<file path="src/rtl/dram_read_return.sv">
// dram_read_return: collects DRAM read beats from every (rank, channel) lane into
// per-lane FIFOs and round-robin arbitrates them onto one valid/ready host port.
// Optional feature macro: RD_PARITY_EN (per-beat even parity check and host_par_err).
module dram_read_return #(
  parameter int DQ_WIDTH     = 8,
  parameter int NUM_RANKS    = 2,
  parameter int NUM_CHANNELS = 2,
  parameter int FIFO_DEPTH   = 8,
  localparam int NUM_LANES   = NUM_RANKS * NUM_CHANNELS,
  localparam int RW          = (NUM_RANKS > 1) ? $clog2(NUM_RANKS) : 1,
  localparam int CW          = (NUM_CHANNELS > 1) ? $clog2(NUM_CHANNELS) : 1
) (
  input  logic                          clk,
  input  logic                          rst_n,
  input  logic [NUM_RANKS-1:0]          cfg_rank_en,
  input  logic [NUM_CHANNELS-1:0]       cfg_channel_en,
  input  logic [NUM_LANES*DQ_WIDTH-1:0] dram_dq_in,
  input  logic [NUM_LANES-1:0]          dram_rd_valid,
  input  logic                          flush_req,
  output logic [DQ_WIDTH-1:0]           host_dq_out,
  output logic [RW-1:0]                 host_rank,
  output logic [CW-1:0]                 host_channel,
  output logic                          host_rd_valid,
  input  logic                          host_rd_ready,
`ifdef RD_PARITY_EN
  input  logic [NUM_LANES-1:0]          dram_par_in,
  output logic                          host_par_err,
`endif
  output logic                          flush_done,
  output logic                          error_status,
  output logic [NUM_LANES-1:0]          error_lane
);

  localparam int PW = $clog2(FIFO_DEPTH);
  localparam int LW = (NUM_LANES > 1) ? $clog2(NUM_LANES) : 1;

  typedef enum logic [1:0] {IDLE, ACTIVE, FLUSH} state_t;

  state_t                state_reg, state_next;
  logic                  flush_done_reg, flush_done_next;
  logic [NUM_LANES-1:0]  lane_en, nonempty, full, push_acc, pop, push_err;
  logic [DQ_WIDTH-1:0]   head_data [NUM_LANES];
  logic [LW-1:0]         last_grant_reg, grant_idx, cand;
  logic                  grant_valid, load_out, drain_done;
  int                    idx;

  logic [DQ_WIDTH-1:0]   host_dq_reg;
  logic [RW-1:0]         host_rank_reg;
  logic [CW-1:0]         host_channel_reg;
  logic                  host_valid_reg;
  logic [NUM_LANES-1:0]  error_lane_reg;
  logic                  error_status_reg;
`ifdef RD_PARITY_EN
  logic [NUM_LANES-1:0]  head_perr;
  logic                  host_par_err_reg;
`endif

  // Output register may take a new beat when empty or when its beat is taken this edge;
  // a flush overrides any transfer.
  assign load_out = (~host_valid_reg | host_rd_ready) & ~flush_req;

  genvar gi;
  generate
    for (gi = 0; gi < NUM_LANES; gi++) begin : g_lane
      logic [DQ_WIDTH-1:0] mem [FIFO_DEPTH];
      logic [PW-1:0]       wr_ptr_reg, rd_ptr_reg;
      logic [PW:0]         count_reg;
      logic [DQ_WIDTH-1:0] beat;
      logic                par_bad;

      assign beat         = dram_dq_in[gi*DQ_WIDTH +: DQ_WIDTH];
      assign lane_en[gi]  = cfg_rank_en[gi / NUM_CHANNELS] & cfg_channel_en[gi % NUM_CHANNELS];
      assign nonempty[gi] = (count_reg != '0);
      assign full[gi]     = (count_reg == (PW+1)'(FIFO_DEPTH));
      assign pop[gi]      = load_out & grant_valid & (grant_idx == LW'(gi));
      // A full FIFO still accepts when its head leaves on the same edge.
      assign push_acc[gi] = dram_rd_valid[gi] & ~flush_req & lane_en[gi] & (~full[gi] | pop[gi]);
      assign head_data[gi] = mem[rd_ptr_reg];
`ifdef RD_PARITY_EN
      logic perr_mem [FIFO_DEPTH];
      assign par_bad       = ^{beat, dram_par_in[gi]};
      assign head_perr[gi] = perr_mem[rd_ptr_reg];
      // Keep the parity verdict alongside each stored beat.
      always_ff @(posedge clk) begin
        if (push_acc[gi]) perr_mem[wr_ptr_reg] <= par_bad;
      end
`else
      assign par_bad = 1'b0;
`endif
      // Disabled-lane beats and overflow drops are errors; flush-cycle drops are not.
      assign push_err[gi] = (dram_rd_valid[gi] & ~flush_req &
                             (~lane_en[gi] | (full[gi] & ~pop[gi]))) |
                            (push_acc[gi] & par_bad);

      // Beat storage, written at the tail pointer.
      always_ff @(posedge clk) begin
        if (push_acc[gi]) mem[wr_ptr_reg] <= beat;
      end

      // Pointers and occupancy; reset and flush both empty the FIFO.
      always_ff @(posedge clk) begin
        if (!rst_n || flush_req) begin
          wr_ptr_reg <= '0;
          rd_ptr_reg <= '0;
          count_reg  <= '0;
        end else begin
          if (push_acc[gi]) wr_ptr_reg <= wr_ptr_reg + 1'b1;
          if (pop[gi])      rd_ptr_reg <= rd_ptr_reg + 1'b1;
          count_reg <= count_reg + (PW+1)'(push_acc[gi]) - (PW+1)'(pop[gi]);
        end
      end
    end
  endgenerate

  // Round-robin pick: first non-empty lane after the previous winner.
  always_comb begin
    grant_valid = 1'b0;
    grant_idx   = '0;
    idx         = 0;
    cand        = '0;
    for (int i = 1; i <= NUM_LANES; i++) begin
      idx  = (int'(last_grant_reg) + i) % NUM_LANES;
      cand = LW'(idx);
      if (!grant_valid && nonempty[cand]) begin
        grant_valid = 1'b1;
        grant_idx   = cand;
      end
    end
  end

  // Host output register and round-robin pointer.
  always_ff @(posedge clk) begin
    if (!rst_n || flush_req) begin
      host_valid_reg   <= 1'b0;
      host_dq_reg      <= '0;
      host_rank_reg    <= '0;
      host_channel_reg <= '0;
`ifdef RD_PARITY_EN
      host_par_err_reg <= 1'b0;
`endif
      if (!rst_n) last_grant_reg <= LW'(NUM_LANES - 1);
    end else if (load_out) begin
      host_valid_reg <= grant_valid;
      if (grant_valid) begin
        host_dq_reg      <= head_data[grant_idx];
        host_rank_reg    <= RW'(int'(grant_idx) / NUM_CHANNELS);
        host_channel_reg <= CW'(int'(grant_idx) % NUM_CHANNELS);
`ifdef RD_PARITY_EN
        host_par_err_reg <= head_perr[grant_idx];
`endif
        last_grant_reg   <= grant_idx;
      end
    end
  end

  // Sticky error flags, cleared only by reset.
  always_ff @(posedge clk) begin
    if (!rst_n) begin
      error_lane_reg   <= '0;
      error_status_reg <= 1'b0;
    end else begin
      error_lane_reg   <= error_lane_reg | push_err;
      error_status_reg <= error_status_reg | (|push_err);
    end
  end

  // Everything drained: no buffered beats, none arriving, output beat gone this edge.
  assign drain_done = ~(|nonempty) & ~(|push_acc) & (~host_valid_reg | host_rd_ready);

  // FSM state register plus registered flush_done pulse.
  always_ff @(posedge clk) begin
    if (!rst_n) begin
      state_reg      <= IDLE;
      flush_done_reg <= 1'b0;
    end else begin
      state_reg      <= state_next;
      flush_done_reg <= flush_done_next;
    end
  end

  // Next-state logic; flush_done fires only on entry into FLUSH.
  always_comb begin
    state_next      = state_reg;
    flush_done_next = 1'b0;
    if (flush_req) begin
      state_next      = FLUSH;
      flush_done_next = (state_reg != FLUSH);
    end else begin
      case (state_reg)
        IDLE:    if (|push_acc) state_next = ACTIVE;
        ACTIVE:  if (drain_done) state_next = IDLE;
        FLUSH:   state_next = (|push_acc) ? ACTIVE : IDLE;
        default: state_next = IDLE;
      endcase
    end
  end

  assign host_dq_out   = host_dq_reg;
  assign host_rank     = host_rank_reg;
  assign host_channel  = host_channel_reg;
  assign host_rd_valid = host_valid_reg;
  assign flush_done    = flush_done_reg;
  assign error_status  = error_status_reg;
  assign error_lane    = error_lane_reg;
`ifdef RD_PARITY_EN
  assign host_par_err  = host_par_err_reg;
`endif

endmodule

</file>
<file path="config.mk">
export PLATFORM = sky130hd
export DESIGN_NAME = dram_read_return
export DESIGN_NICKNAME = d
export VERILOG_FILES = /design/src/rtl/dram_read_return.sv
export SDC_FILE = /design/constraint.sdc
export NUM_CORES = 1
export LEC_CHECK = 0
export BUFFER_PORTS_ARGS = -buffer_cell sky130_fd_sc_hd__buf_2
export CAP_MARGIN = 20
export CORE_MARGIN = 4
export CORE_UTILIZATION = 45
export CTS_CLUSTER_SIZE = 24
export DETAILED_ROUTE_END_ITERATION = 8
export MAX_ROUTING_LAYER = met4
export PLACE_DENSITY = 0.64
export SYNTH_ARGS = -nofsm -noshare
export SYNTH_HDL_FRONTEND = slang
export SYNTH_SLANG_ARGS = --single-unit
export TNS_END_PERCENT = 30
</file>
<file path="constraint.sdc">
create_clock -name clk -period 3.82 [get_ports clk]
set_input_delay 0.382 -clock clk [delete_from_list [all_inputs] [get_ports clk]]
set_output_delay 0.382 -clock clk [all_outputs]
set_load 0.1 [all_outputs]
</file>
After elaboration in Yosys (flattened, before gate mapping)
Memories as Yosys holds them, arrays and structs flattened. A register that Yosys moved wholly into a read port is not among the register bits.
Cells that the tools add are included.
Word-level totals
  latch bits: 0
  input port bits: 44
  memory bits (read-only): 0
  memory bits (writable): 256
  bits in registers: 61
  memories kept: 4
Cells by class
  reductions and logical operators: 25
  div/mod/pow operators: 0
  eq/ne operators: 15
  order comparisons: 5
  shifts and indexed selects: 0
  multiplexer cells: 44
  $add $sub $neg: 20
  bitwise logic cells: 61
  $mul: 0
Memory list
  g_lane[0].mem: depth 8, width 8, rd ports 1, clocked after Yosys merged registers in 1, write ports 1, line 65  | logic [DQ_WIDTH-1:0] mem [FIFO_DEPTH];
  g_lane[1].mem: depth 8, width 8, rd ports 1, clocked after Yosys merged registers in 1, write ports 1, line 65
  g_lane[2].mem: depth 8, width 8, rd ports 1, clocked after Yosys merged registers in 1, write ports 1, line 65
  g_lane[3].mem: depth 8, width 8, rd ports 1, clocked after Yosys merged registers in 1, write ports 1, line 65
Operators by type and width (number)
  1-bit AND: 32
  3-bit by 1-bit adder with 3-bit output, second input constant: 8
  3-bit two-way mux: 8
  2-bit two-way mux: 11
  1-bit two-way mux: 17
  1-bit inverter: 17
  4-bit by 1-bit adder with 4-bit output: 4
  8-bit binary-select mux with 2-bit select: 1
  4-bit == test, second input constant: 4
  8-bit two-way mux: 2
  4-bit nonzero test: 4
  4-bit by 1-bit subtractor with 4-bit output: 4
  2-bit by 3-bit < comparator with 1-bit output, second input constant: 4
  4-bit OR reduction: 3
  1-bit bitwise OR: 10
  1-bit binary-select mux with 2-bit select: 4
  2-bit inequality test, second input constant: 4
  2-bit AND reduction: 4
  2-bit == test, second input constant: 3
  3-bit inequality test, second input constant: 2
  2-bit one-hot mux with 3 select lines: 1
  2-bit by 1-bit adder with 2-bit output, second input constant: 2
  2-bit adder, second input constant: 2
  2-bit by 1-bit == test with 1-bit output, second input constant: 2
  10 further kinds: 17

Depth between registers and ports, before layout
Gate-level depths: netlist of run 1.
  depth after elaboration: 24
  mapped depth: 16
  mapped depth without buffers: 14

Worst setup path before layout of run 1
No wires, ideal clock.
  kind: register -> register
  start point: register g_lane[3].count_reg[2]
  end point: memory g_lane[0].mem[2][0] (enable)
  stages on the path, launching flop included: 10
  path buffers: 1
  period minus slack after synthesis: 3.529 ns
  data arrival time: 3.132 ns
  library setup time: 0.398 ns
  setup slack: 0.291 ns
  cells stage by stage: dfxtp_1 -> inv_1 -> ha_1 -> or3b_4 -> a211o_1 -> and4_4 -> buf_6 -> nor4_4 -> o2111ai_4 -> nor4b_1
On the way
  cells in the longest elaborated chain, start to end: 19
  elaborated cells on any way between the ends: 30
Ends and longest elaborated chain
  start: declaration: line 67  | logic [PW:0] count_reg;
  start signal: assignment: line 109  | count_reg <= count_reg + (PW+1)'(push_acc[gi]) - (PW+1)'(pop[gi]);
  4-bit nonzero test *: line 73  | assign nonempty[gi] = (count_reg != '0);
  1-bit binary-select mux with 2-bit select: line 124  | if (!grant_valid && nonempty[cand]) begin
  1-bit two-way mux (implied by the code): line 124
  1-bit two-way mux: line 124
  1-bit zero test: line 124
  1-bit logical AND: line 124
  1-bit two-way mux: line 124
  1-bit zero test: line 124
  [... 4 more ...]
  1-bit two-way mux / 2-bit two-way mux (equally long branches): line 124
  1-bit AND / 2-bit zero test (equally long branches): line 75  | assign pop[gi] = load_out & grant_valid & (grant_idx == LW'(gi));
  1-bit AND *: line 75
  named net pop[0]: line 41  | logic [NUM_LANES-1:0] lane_en, nonempty, full, push_acc, pop, push_err;
  1-bit bitwise OR *: line 77  | assign push_acc[gi] = dram_rd_valid[gi] & ~flush_req & lane_en[gi] & (~full[gi] | pop[gi]);
  1-bit AND *: line 77
  1-bit two-way mux *: line 97  | if (push_acc[gi]) mem[wr_ptr_reg] <= beat;
  1-bit two-way mux (implied by the code) *: line 97
  end: declaration: line 65
Mark *: on every way through the listed nets, which the timed path passes. The rest lies on a longest branch. The select of a mux whose other input is x is not followed.

Final worst setup path of run 1
  start point: register g_lane[0].count_reg[2]
  end point: register g_lane[3].count_reg[2]
On the way
  cells in the longest elaborated chain, start to end: 19
  elaborated cells on any way between the ends: 30
Ends and longest elaborated chain (line)
  start: declaration: 67
  start signal: assignment: 109
  4-bit nonzero test *: 73
  1-bit binary-select mux with 2-bit select: 124
  1-bit two-way mux (implied by the code): 124
  1-bit two-way mux: 124
  1-bit zero test: 124
  1-bit logical AND: 124
  1-bit two-way mux: 124
  1-bit zero test: 124
  [... 4 more ...]
  2-bit two-way mux / 1-bit two-way mux (equally long branches): 124
  2-bit == test / 1-bit AND (equally long branches): 75
  1-bit AND *: 75
  1-bit bitwise OR *: 77
  1-bit AND *: 77
  named net push_acc[3]: 41
  4-bit by 1-bit adder with 4-bit output *: 109
  4-bit by 1-bit subtractor with 4-bit output *: 109
Marked as above.
A chain may end at the register's enable or synchronous reset.

==> results.json, run 1 <==
{
  "skew_ns": 0.0139,
  "ant_nets": 0,
  "synthesis.area_mm2": 0.0133,
  "fin_area_mm2": 0.0155,
  "remaining_drc_errors": 0,
  "diodes": 0,
  "setup_viol": 0,
  "layout_setup_ws_ns": 0.289,
  "synth_cells": 805,
  "antenna_found_initial": 0,
  "synth_nets": 885,
  "p_per_area_mw_per_mm2": 596,
  "total_power_mw": 9.23,
  "fillers": 2305,
  "synth_edf_count": 258,
  "rsz0062_at_grt": "no",
  "clk_latency_ns": 0.50,
  "worst_slew_margin_rel": 0.447,
  "die_area_mm2": 0.0325,
  "globalRouteOverflowTotal": 0,
  "hold_violations": 0,
  "p_sw_frac": 0.281,
  "core_mm2": 0.0289,
  "netlist.area_leader.share": 0.581,
  "irDropWorstVdd_mv": 0.293,
  "viasPerCell": 5.35,
  "cp-end-kind": "register",
  "syn_avg_cell_area_um2": 16.6,
  "report.final.slew_viol_count": 0,
  "place_area_mm2": 0.0143,
  "place.gp.congestion": 0.795,
  "grt_pass1_vias": 7280,
  "pwr-share-comb": 0.198,
  "path_clk_slew_ns": 0.06,
  "crit_required_ns": 4.18,
  "start_util": 0.461,
  "dp_slack_ns": 0.240,
  "multi_input_area_mm2": 0.00392,
  "regArea_mm2": 0.00917,
  "portBuffers": 60,
  "hp-class": "in -> reg",
  "tightest_slew_ns": 0.829,
  "path_max_fanout": 23,
  "p_leak_nw": 5.20,
  "cts_buffers": 35,
  "synth_top_flop_cell": "edfxtp_1",
  "clockRootBuffer": "clkbuf_16",
  "drv_cap": 0,
  "crit_path_start_kind": "register",
  "min_period_over_period": 0.924,
  "p_clk_frac": 0.362,
  "finalNetCount": 987,
  "synth.distinct_cells": 54,
  "synth.area.top_cells": "edfxtp_1, mux4_2, dfxtp_1",
  "arrival_ns": 3.89,
  "wl_um": 26200,
  "yosysWarnings": 0,
  "io_pins": 61,
  "fp.dieW_um": 180,
  "num_rows": 62,
  "post-cts-setup-buffers": 0,
  "drive_above_1_share": 0.259,
  "seq_power_share": 0.440,
  "status": "finished, final reports clean",
  "criticalPathCategory": "reg -> reg",
  "fmax_mhz": 283,
  "h-tree-depth": 2,
  "grt_max_degree": 26,
  "p_int_mw": 6.63,
  "fin_tns_setup_ns": 0,
  "die_height_um": 180,
  "ys_seq_elements": 329,
  "gr-usage-all-layers": 0.167,
  "synth.most_common_cell": "edfxtp_1",
  "routedWlPerCell_um": 20.0,
  "cts_tree": "yes",
  "dp.final_hpwl_um": 17600,
  "synthToLayoutAreaGrowth_pct": 16.2,
  "postLayoutCoreUtil": 0.536,
  "period_needed_ns": 3.53,
  "cts.sinks": 329,
  "vias": 7039,
  "grt_pass1_wl_um": 41600,
  "async_reset_ff_frac": 0,
  "largest_register_ffs": 256,
  "drtIter0Drc": 407,
  "synth_top_cell_by_area": "edfxtp_1",
  "synthTopCellsByCount": "edfxtp_1, dfxtp_1, mux4_2",
  "yosysSeqAreaShare": 0.687,
  "drt_first_pass_iters": 5,
  "switchingPower_mw": 2.60,
  "cts_buffer_depth": 3
}
cell type report:
| type | instances | share of cell area |
|---|---|---|
| well taps | 384 | 0.0310 |
| flip-flops and latches | 329 | 0.592 |
| repair buffers | 107 | 0.0422 |
| multi-input cells | 401 | 0.253 |
| inverters | 33 | 0.00824 |
| clock inverters | 18 | 0.0119 |
| clock buffers | 43 | 0.0619 |
worst max-delay path, stage by stage (launching register included):
cell and delay, ns:
dfxtp_1 0.29, inv_1 0.09, ha_1 0.14, or3b_1 0.42, o211ai_1 0.25, and4_4 0.45, o211ai_1 0.23, nand2_1 0.22
nand2b_1 0.23, clkinvlp_4 0.24, ha_1 0.19, inv_1 0.05, fa_1 0.37, xor2_1 0.16, nor2_1 0.05
power by group through the flow:
stage	combinational, mW	clock [mW]	sequential, mW
CTS	1.84	3.41	4.07
floorplan	1.07	0	4.39
global route	1.98	3.57	4.08
global placement	1.80	0	4.14
finish	1.83	3.34	4.06
detailed placement	1.83	0	4.14
cells by family after synthesis:
group,after synthesis,share of synthesized area
DFF,329,0.687
and+or+nand+nor,167,0.0685
AOI/OAI and AO/OA,91,0.0478
muxes,87,0.125
buffers and inverters,75,0.0219
adders and majority gates,36,0.0360
xor gates and xnor gates,20,0.0131
repair_timing:
item | CTS | global route
resized for setup | 0 | 2
hold buffers | 0 | 0
endpoints found under the setup margin | 0 | 11
metal layers:
layer | share of wire | up-vias | global-route usage
met5 | 0 | - | -
met1 | 0.48 | 3555 | 0.239
li1 | - | 3302 | -
met4 | 0.020 | 0 | 0.0457
met2 | 0.46 | 150 | 0.250
met3 | 0.045 | 32 | 0.0313
placed cells by master (no fill, tap or decap), types with 10 or more instances in the layout:
cell type,netlist,routed
edfxtp_1,258,258
dfxtp_1,71,71
mux4_2,64,64
buf_2,3,60
nor2_1,54,54
buf_4,0,47
clkbuf_16,0,37
a211oi_1,34,34
ha_1,32,32
inv_1,30,30
nand2_1,27,27
mux2i_1,23,23
nor2b_1,22,22
a21oi_1,22,21
xnor2_1,14,14
o21ai_0,11,11
and2_1,10,10
nor3b_1,10,10
worst paths after layout:
path,start,endpoint,slack [ns],cells past startpoint
hold reg to reg,state_reg[0],state_reg[0],0.46,1
hold / removal,dram_dq_in[30],g_lane[3].mem[3][6],0.15,1
setup / recovery,g_lane[0].count_reg[2],g_lane[3].count_reg[2],0.29,14
setup reg to reg,g_lane[0].count_reg[2],g_lane[3].count_reg[2],0.29,14
metrics by stage:
stage,hold slack (ns),cells
detailed placement,0.447,1254
floorplan,0.429,805
global route,0.150,1315
global placement,0.440,1254
finish,0.149,1315
CTS,0.137,1315
No activity file was read; power rests on OpenSTA's default activity.
==> inputs of run 2 (changes only) <==
--- a/config.mk
+++ b/config.mk
@@ -5,6 +5,7 @@
 export SDC_FILE = /design/constraint.sdc
 export NUM_CORES = 1
 export LEC_CHECK = 0
+export ABC_AREA = 1
 export BUFFER_PORTS_ARGS = -buffer_cell sky130_fd_sc_hd__buf_2
 export CAP_MARGIN = 20
 export CORE_MARGIN = 4
==> results.json, run 2 <==
{
  "status": "finished, final reports clean",
  "arrival_ns": 3.67,
  "async_reset_ff_frac": 0,
  "tightest_slew_ns": 0.951,
  "crit_path_start_kind": "register",
  "die_height_um": 184,
  "fillers": 2617,
  "min_period_over_period": 0.865,
  "synth_edf_count": 258,
  "yosysSeqAreaShare": 0.658,
  "wl_met2_um": 14800,
  "synth.most_common_cell": "edfxtp_1",
  "rsz0062_at_grt": "no",
  "criticalPathCategory": "reg -> reg",
  "hp-class": "in -> reg",
  "fp.dieW_um": 184,
  "finalNetCount": 1367,
  "hold_violations": 0,
  "portBuffers": 60,
  "drv_cap": 0,
  "viasPerCell": 5.42,
  "dp.final_hpwl_um": 19800,
  "slowest_stage": "edfxtp_1",
  "die_area_mm2": 0.0339,
  "synth_top_cell_by_area": "edfxtp_1",
  "drt_first_pass_iters": 5,
  "yosysWarnings": 0,
  "globalRouteOverflowTotal": 0,
  "wl_um": 30700,
  "cp-end-kind": "register",
  "wl_met3_um": 1630,
  "antenna_found_initial": 0,
  "top_layer": "met4",
  "layout_commonest_cell": "edfxtp_1",
  "routedWlPerCell_um": 18.0,
  "report.final.slew_viol_count": 0,
  "worst_slew_margin_rel": 0.365,
  "place_area_mm2": 0.0148,
  "m1WireLength_um": 13500,
  "p_leak_nw": 6.18,
  "p_per_area_mw_per_mm2": 755,
  "setup_viol": 0,
  "worst-path-buf-inv": 4,
  "synth_nets": 1282,
  "start_util": 0.456,
  "drive_above_1_share": 0.155,
  "synth_top_flop_cell": "edfxtp_1",
  "num_rows": 64,
  "layout_common_cells": "edfxtp_1, nand2_1, a21oi_1, inv_1, nand3_1",
  "remaining_drc_errors": 0,
  "core_mm2": 0.0306,
  "h-tree-depth": 2,
  "grt_pass1_wl_um": 48700,
  "place.gp.congestion": 0.831,
  "crit_required_ns": 4.19,
  "gr-usage-all-layers": 0.186,
  "synthToLayoutAreaGrowth_pct": 14.3,
  "synthTopCellsByCount": "edfxtp_1, nand2_1, a21oi_1",
  "synth.area.top_cells": "edfxtp_1, dfxtp_1, a21oi_1",
  "vias": 9261,
  "largest_register_ffs": 256,
  "clockRootBuffer": "clkbuf_16",
  "postLayoutCoreUtil": 0.521,
  "irDropWorstVdd_mv": 0.392,
  "synthesis.area_mm2": 0.0139,
  "fmax_mhz": 303,
  "netlist.area_leader.share": 0.556,
  "path_clk_slew_ns": 0.06,
  "period_needed_ns": 3.30,
  "critPathMaxStageDelay_ns": 0.55,
  "post-cts-setup-buffers": 0,
  "path_cells": "inv_4, nand2_1, nand2_1, nand3_2, nand2_4, nor2_2, nand2_1, nand2_2, nand3_4, nand3_2, inv_1, ha_1, inv_1, ha_1, inv_1, fa_1, xor2_1, nor2_1",
  "critPathTopFamily": "simple AND/OR/NAND/NOR gates",
  "cts_buffers": 36,
  "ant_nets": 0,
  "multi_input_area_mm2": 0.00412,
  "path_max_fanout": 17,
  "fin_area_mm2": 0.0159,
  "synth.distinct_cells": 41,
  "skew_ns": 0.0176,
  "clk_latency_ns": 0.52,
  "cts_buffer_depth": 3,
  "cts.sinks": 329,
  "hold_buffers": 0,
  "ctsResizeCount": 0,
  "regArea_mm2": 0.00917,
  "diodes": 0,
  "grt_pass1_vias": 9201,
  "synth_cells": 1202,
  "syn_avg_cell_area_um2": 11.6,
  "io_pins": 61,
  "drtIter0Drc": 779,
  "fin_tns_setup_ns": 0,
  "cts_tree": "yes",
  "holdWs_ns": 0.129,
  "ys_seq_elements": 329,
  "grt_max_degree": 34
}
[run 2: cell count changes in the layout (fill, tap and decap cells not counted), sizes merged, moves of 10 or more]
cell,change
a221o,+64
nor3b,-10
nor2b,-22
xnor2,-11
nor3,+20
mux4,-64
a211oi,-33
nand2,+193
inv,+72
mux2i,-23
a21oi,+142
o21ai,+12
nand3,+81
and2,-10
[run 2: per-stage QoR]
stage / total power, mW / std cells / setup WS (ns)
floorplan: 7.53 / 1202 / 1.02
global placement: 8.78 / 1645 / 0.601
detailed placement: 8.86 / 1645 / 0.549
CTS: 12.1 / 1708 / 0.536
global route: 12.7 / 1708 / 0.173
finish: 12.0 / 1708 / 0.516
[run 2: report_power, final]
part / internal [mW] / switching [mW] / total [mW]
sequential: 4.03 / 0.122 / 4.15
clock: 1.92 / 1.34 / 3.26
combinational: 1.34 / 3.29 / 4.63
[run 2: cells by family after synthesis]
family | after synthesis | synth area share
compound gates | 268 | 0.124
xor+xnor | 4 | 0.00251
fa+ha+maj | 36 | 0.0345
buf+inv | 163 | 0.0475
flops | 329 | 0.658
simple gates | 402 | 0.134
[run 2: worst min-delay path, stage by stage]
cell and delay (ns):
buf_2 0.10, nand2_1 0.08, inv_1 0.05
[run 2: path summary, 6_finish.rpt]
| path | from | to | slack [ns] | depth (start not counted) |
|---|---|---|---|---|
| worst max-delay path | last_grant_reg[0] | g_lane[3].count_reg[2] | 0.52 | 18 |
| worst min-delay path | rst_n | state_reg[1] | 0.13 | 3 |
| worst max register to register | last_grant_reg[0] | g_lane[3].count_reg[2] | 0.52 | 18 |
| worst min register to register | error_lane[1] | error_lane[1] | 0.45 | 2 |
[run 2: layout make-up]
class                      count  area share
sequential                   329       0.575
multi-input combinational    710       0.258
inverter                     102      0.0242
clock inverter                17     0.00927
timing repair buffer         108      0.0415
clock buffer                  46      0.0602
tap                          396      0.0311
[run 2: per-layer routing]
layer | GRT usage | vias up
li1 | - | 4486
met1 | 0.245 | 4487
met2 | 0.302 | 233
met3 | 0.0263 | 55
met4 | 0.0538 | 0
met5 | - | -
==> inputs of run 3 (changes only) <==
--- a/config.mk
+++ b/config.mk
@@ -9,11 +9,11 @@
 export BUFFER_PORTS_ARGS = -buffer_cell sky130_fd_sc_hd__buf_2
 export CAP_MARGIN = 20
 export CORE_MARGIN = 4
-export CORE_UTILIZATION = 45
+export CORE_UTILIZATION = 61
 export CTS_CLUSTER_SIZE = 24
 export DETAILED_ROUTE_END_ITERATION = 8
 export MAX_ROUTING_LAYER = met4
-export PLACE_DENSITY = 0.64
+export PLACE_DENSITY = 0.82
 export SYNTH_ARGS = -nofsm -noshare
 export SYNTH_HDL_FRONTEND = slang
 export SYNTH_SLANG_ARGS = --single-unit
==> results.json, run 3 (same netlist as run 2, synthesis figures left out) <==
{
  "hold_violations": 0,
  "clockRootBuffer": "clkbuf_16",
  "dp.final_hpwl_um": 19600,
  "regArea_mm2": 0.00917,
  "setup_viol": 0,
  "diodes": 0,
  "finalNetCount": 1364,
  "crit_required_ns": 4.18,
  "hp-class": "in -> reg",
  "crit_path_start_kind": "register",
  "fp.dieW_um": 159,
  "num_rows": 55,
  "place_inst": 1532,
  "period_needed_ns": 3.30,
  "die_area_mm2": 0.0253,
  "status": "finished, final reports clean",
  "criticalPathCategory": "reg -> reg",
  "grt_pass1_wl_um": 48500,
  "synthToLayoutAreaGrowth_pct": 13.3,
  "skew_ns": 0.0174,
  "layout_common_cells": "edfxtp_1, nand2_1, a21oi_1, inv_1, nand3_1",
  "core_mm2": 0.0226,
  "holdWs_ns": 0.132,
  "cts_buffer_depth": 3,
  "cts_tree": "yes",
  "cts.sinks": 329,
  "wl_um": 30500,
  "p_leak_nw": 6.17,
  "multi_input_area_mm2": 0.00412,
  "largest_register_ffs": 256,
  "drive_above_1_share": 0.153,
  "cts_buffers": 35,
  "viasPerCell": 5.98,
  "h-tree-depth": 2,
  "drv_cap": 0,
  "fin_area_mm2": 0.0158,
  "min_period_over_period": 0.863,
  "grt_max_degree": 34,
  "hold_buffers": 0,
  "whs_path_depth": 3,
  "cp-end-kind": "register",
  "arrival_ns": 3.66,
  "fmax_mhz": 303,
  "report.final.slew_viol_count": 0,
  "post-cts-setup-buffers": 0,
  "portBuffers": 60,
  "p_per_area_mw_per_mm2": 762,
  "remaining_drc_errors": 0,
  "ctsResizeCount": 0,
  "worst_slew_margin_rel": 0.371,
  "layout_setup_ws_ns": 0.523,
  "final_cells": 1595,
  "layout_commonest_cell": "edfxtp_1",
  "die_height_um": 159,
  "gr-usage-all-layers": 0.244,
  "place_area_mm2": 0.0147,
  "grt_pass1_vias": 9339,
  "fillers": 1527,
  "vias": 9536,
  "irDropWorstVdd_mv": 0.487,
  "reg2reg_depth": 16,
  "fin_tns_setup_ns": 0,
  "place.gp.congestion": 0.893,
  "antenna_found_initial": 0,
  "globalRouteOverflowTotal": 0,
  "clk_latency_ns": 0.51,
  "path_clk_slew_ns": 0.06,
  "ant_nets": 0,
  "start_util": 0.618,
  "tightest_slew_ns": 0.942,
  "drtIter0Drc": 786,
  "rsz0062_at_grt": "no",
  "dp_slack_ns": 0.559,
  "io_pins": 61,
  "routedWlPerCell_um": 19.1,
  "path_max_fanout": 19,
  "drt_first_pass_iters": 5
}
==> run 3: final timing paths <==
check	start	end	slack [ns]
hold reg to reg	error_lane[1]	error_lane[1]	0.45
hold / removal	rst_n	state_reg[1]	0.13
setup / recovery	last_grant_reg[0]	g_lane[0].count_reg[2]	0.52
setup reg to reg	last_grant_reg[0]	g_lane[0].count_reg[2]	0.52
==> run 3: final cells by class <==
| type | instances | share of cell area |
|---|---|---|
| clock inverters | 10 | 0.00658 |
| repair buffers | 106 | 0.0409 |
| multi-input cells | 710 | 0.261 |
| well taps | 285 | 0.0226 |
| inverters | 102 | 0.0244 |
| clock buffers | 53 | 0.0643 |
| flip-flops and latches | 329 | 0.581 |
==> run 3: stage by stage <==
| stage | total power [mW] | util |
|---|---|---|
| final | 12.0 | 0.700 |
| after floorplan | 7.53 | - |
| after global routing | 12.6 | 0.700 |
| after CTS | 12.0 | 0.700 |
| after global placement | 8.58 | 0.650 |
| after detailed placement | 8.72 | 0.650 |
==> run 3: power by group <==
part	switching, mW	internal, mW
combinational	3.28	1.32
clock	1.32	1.97
sequential	0.120	4.03
==> run 3: worst max-delay path: stages, from the launching register on <==
cell,delay (ns)
edfxtp_1,0.53
inv_4,0.22
nand2_1,0.07
nand2_1,0.14
nand3_1,0.12
nand2_2,0.15
nand3_2,0.11
nand3_2,0.13
nand2_4,0.21
nand3_2,0.16
nand2_1,0.14
nand2_2,0.25
inv_2,0.09
ha_1,0.24
fa_1,0.38
xnor2_1,0.16
nor2_1,0.05
==> run 3: per-layer routing <==
layer | wire [um] | global-route usage
met3 | 2170 | 0.0360
met1 | 12200 | 0.318
met5 | 0 | -
met2 | 15200 | 0.399
met4 | 884 | 0.0832
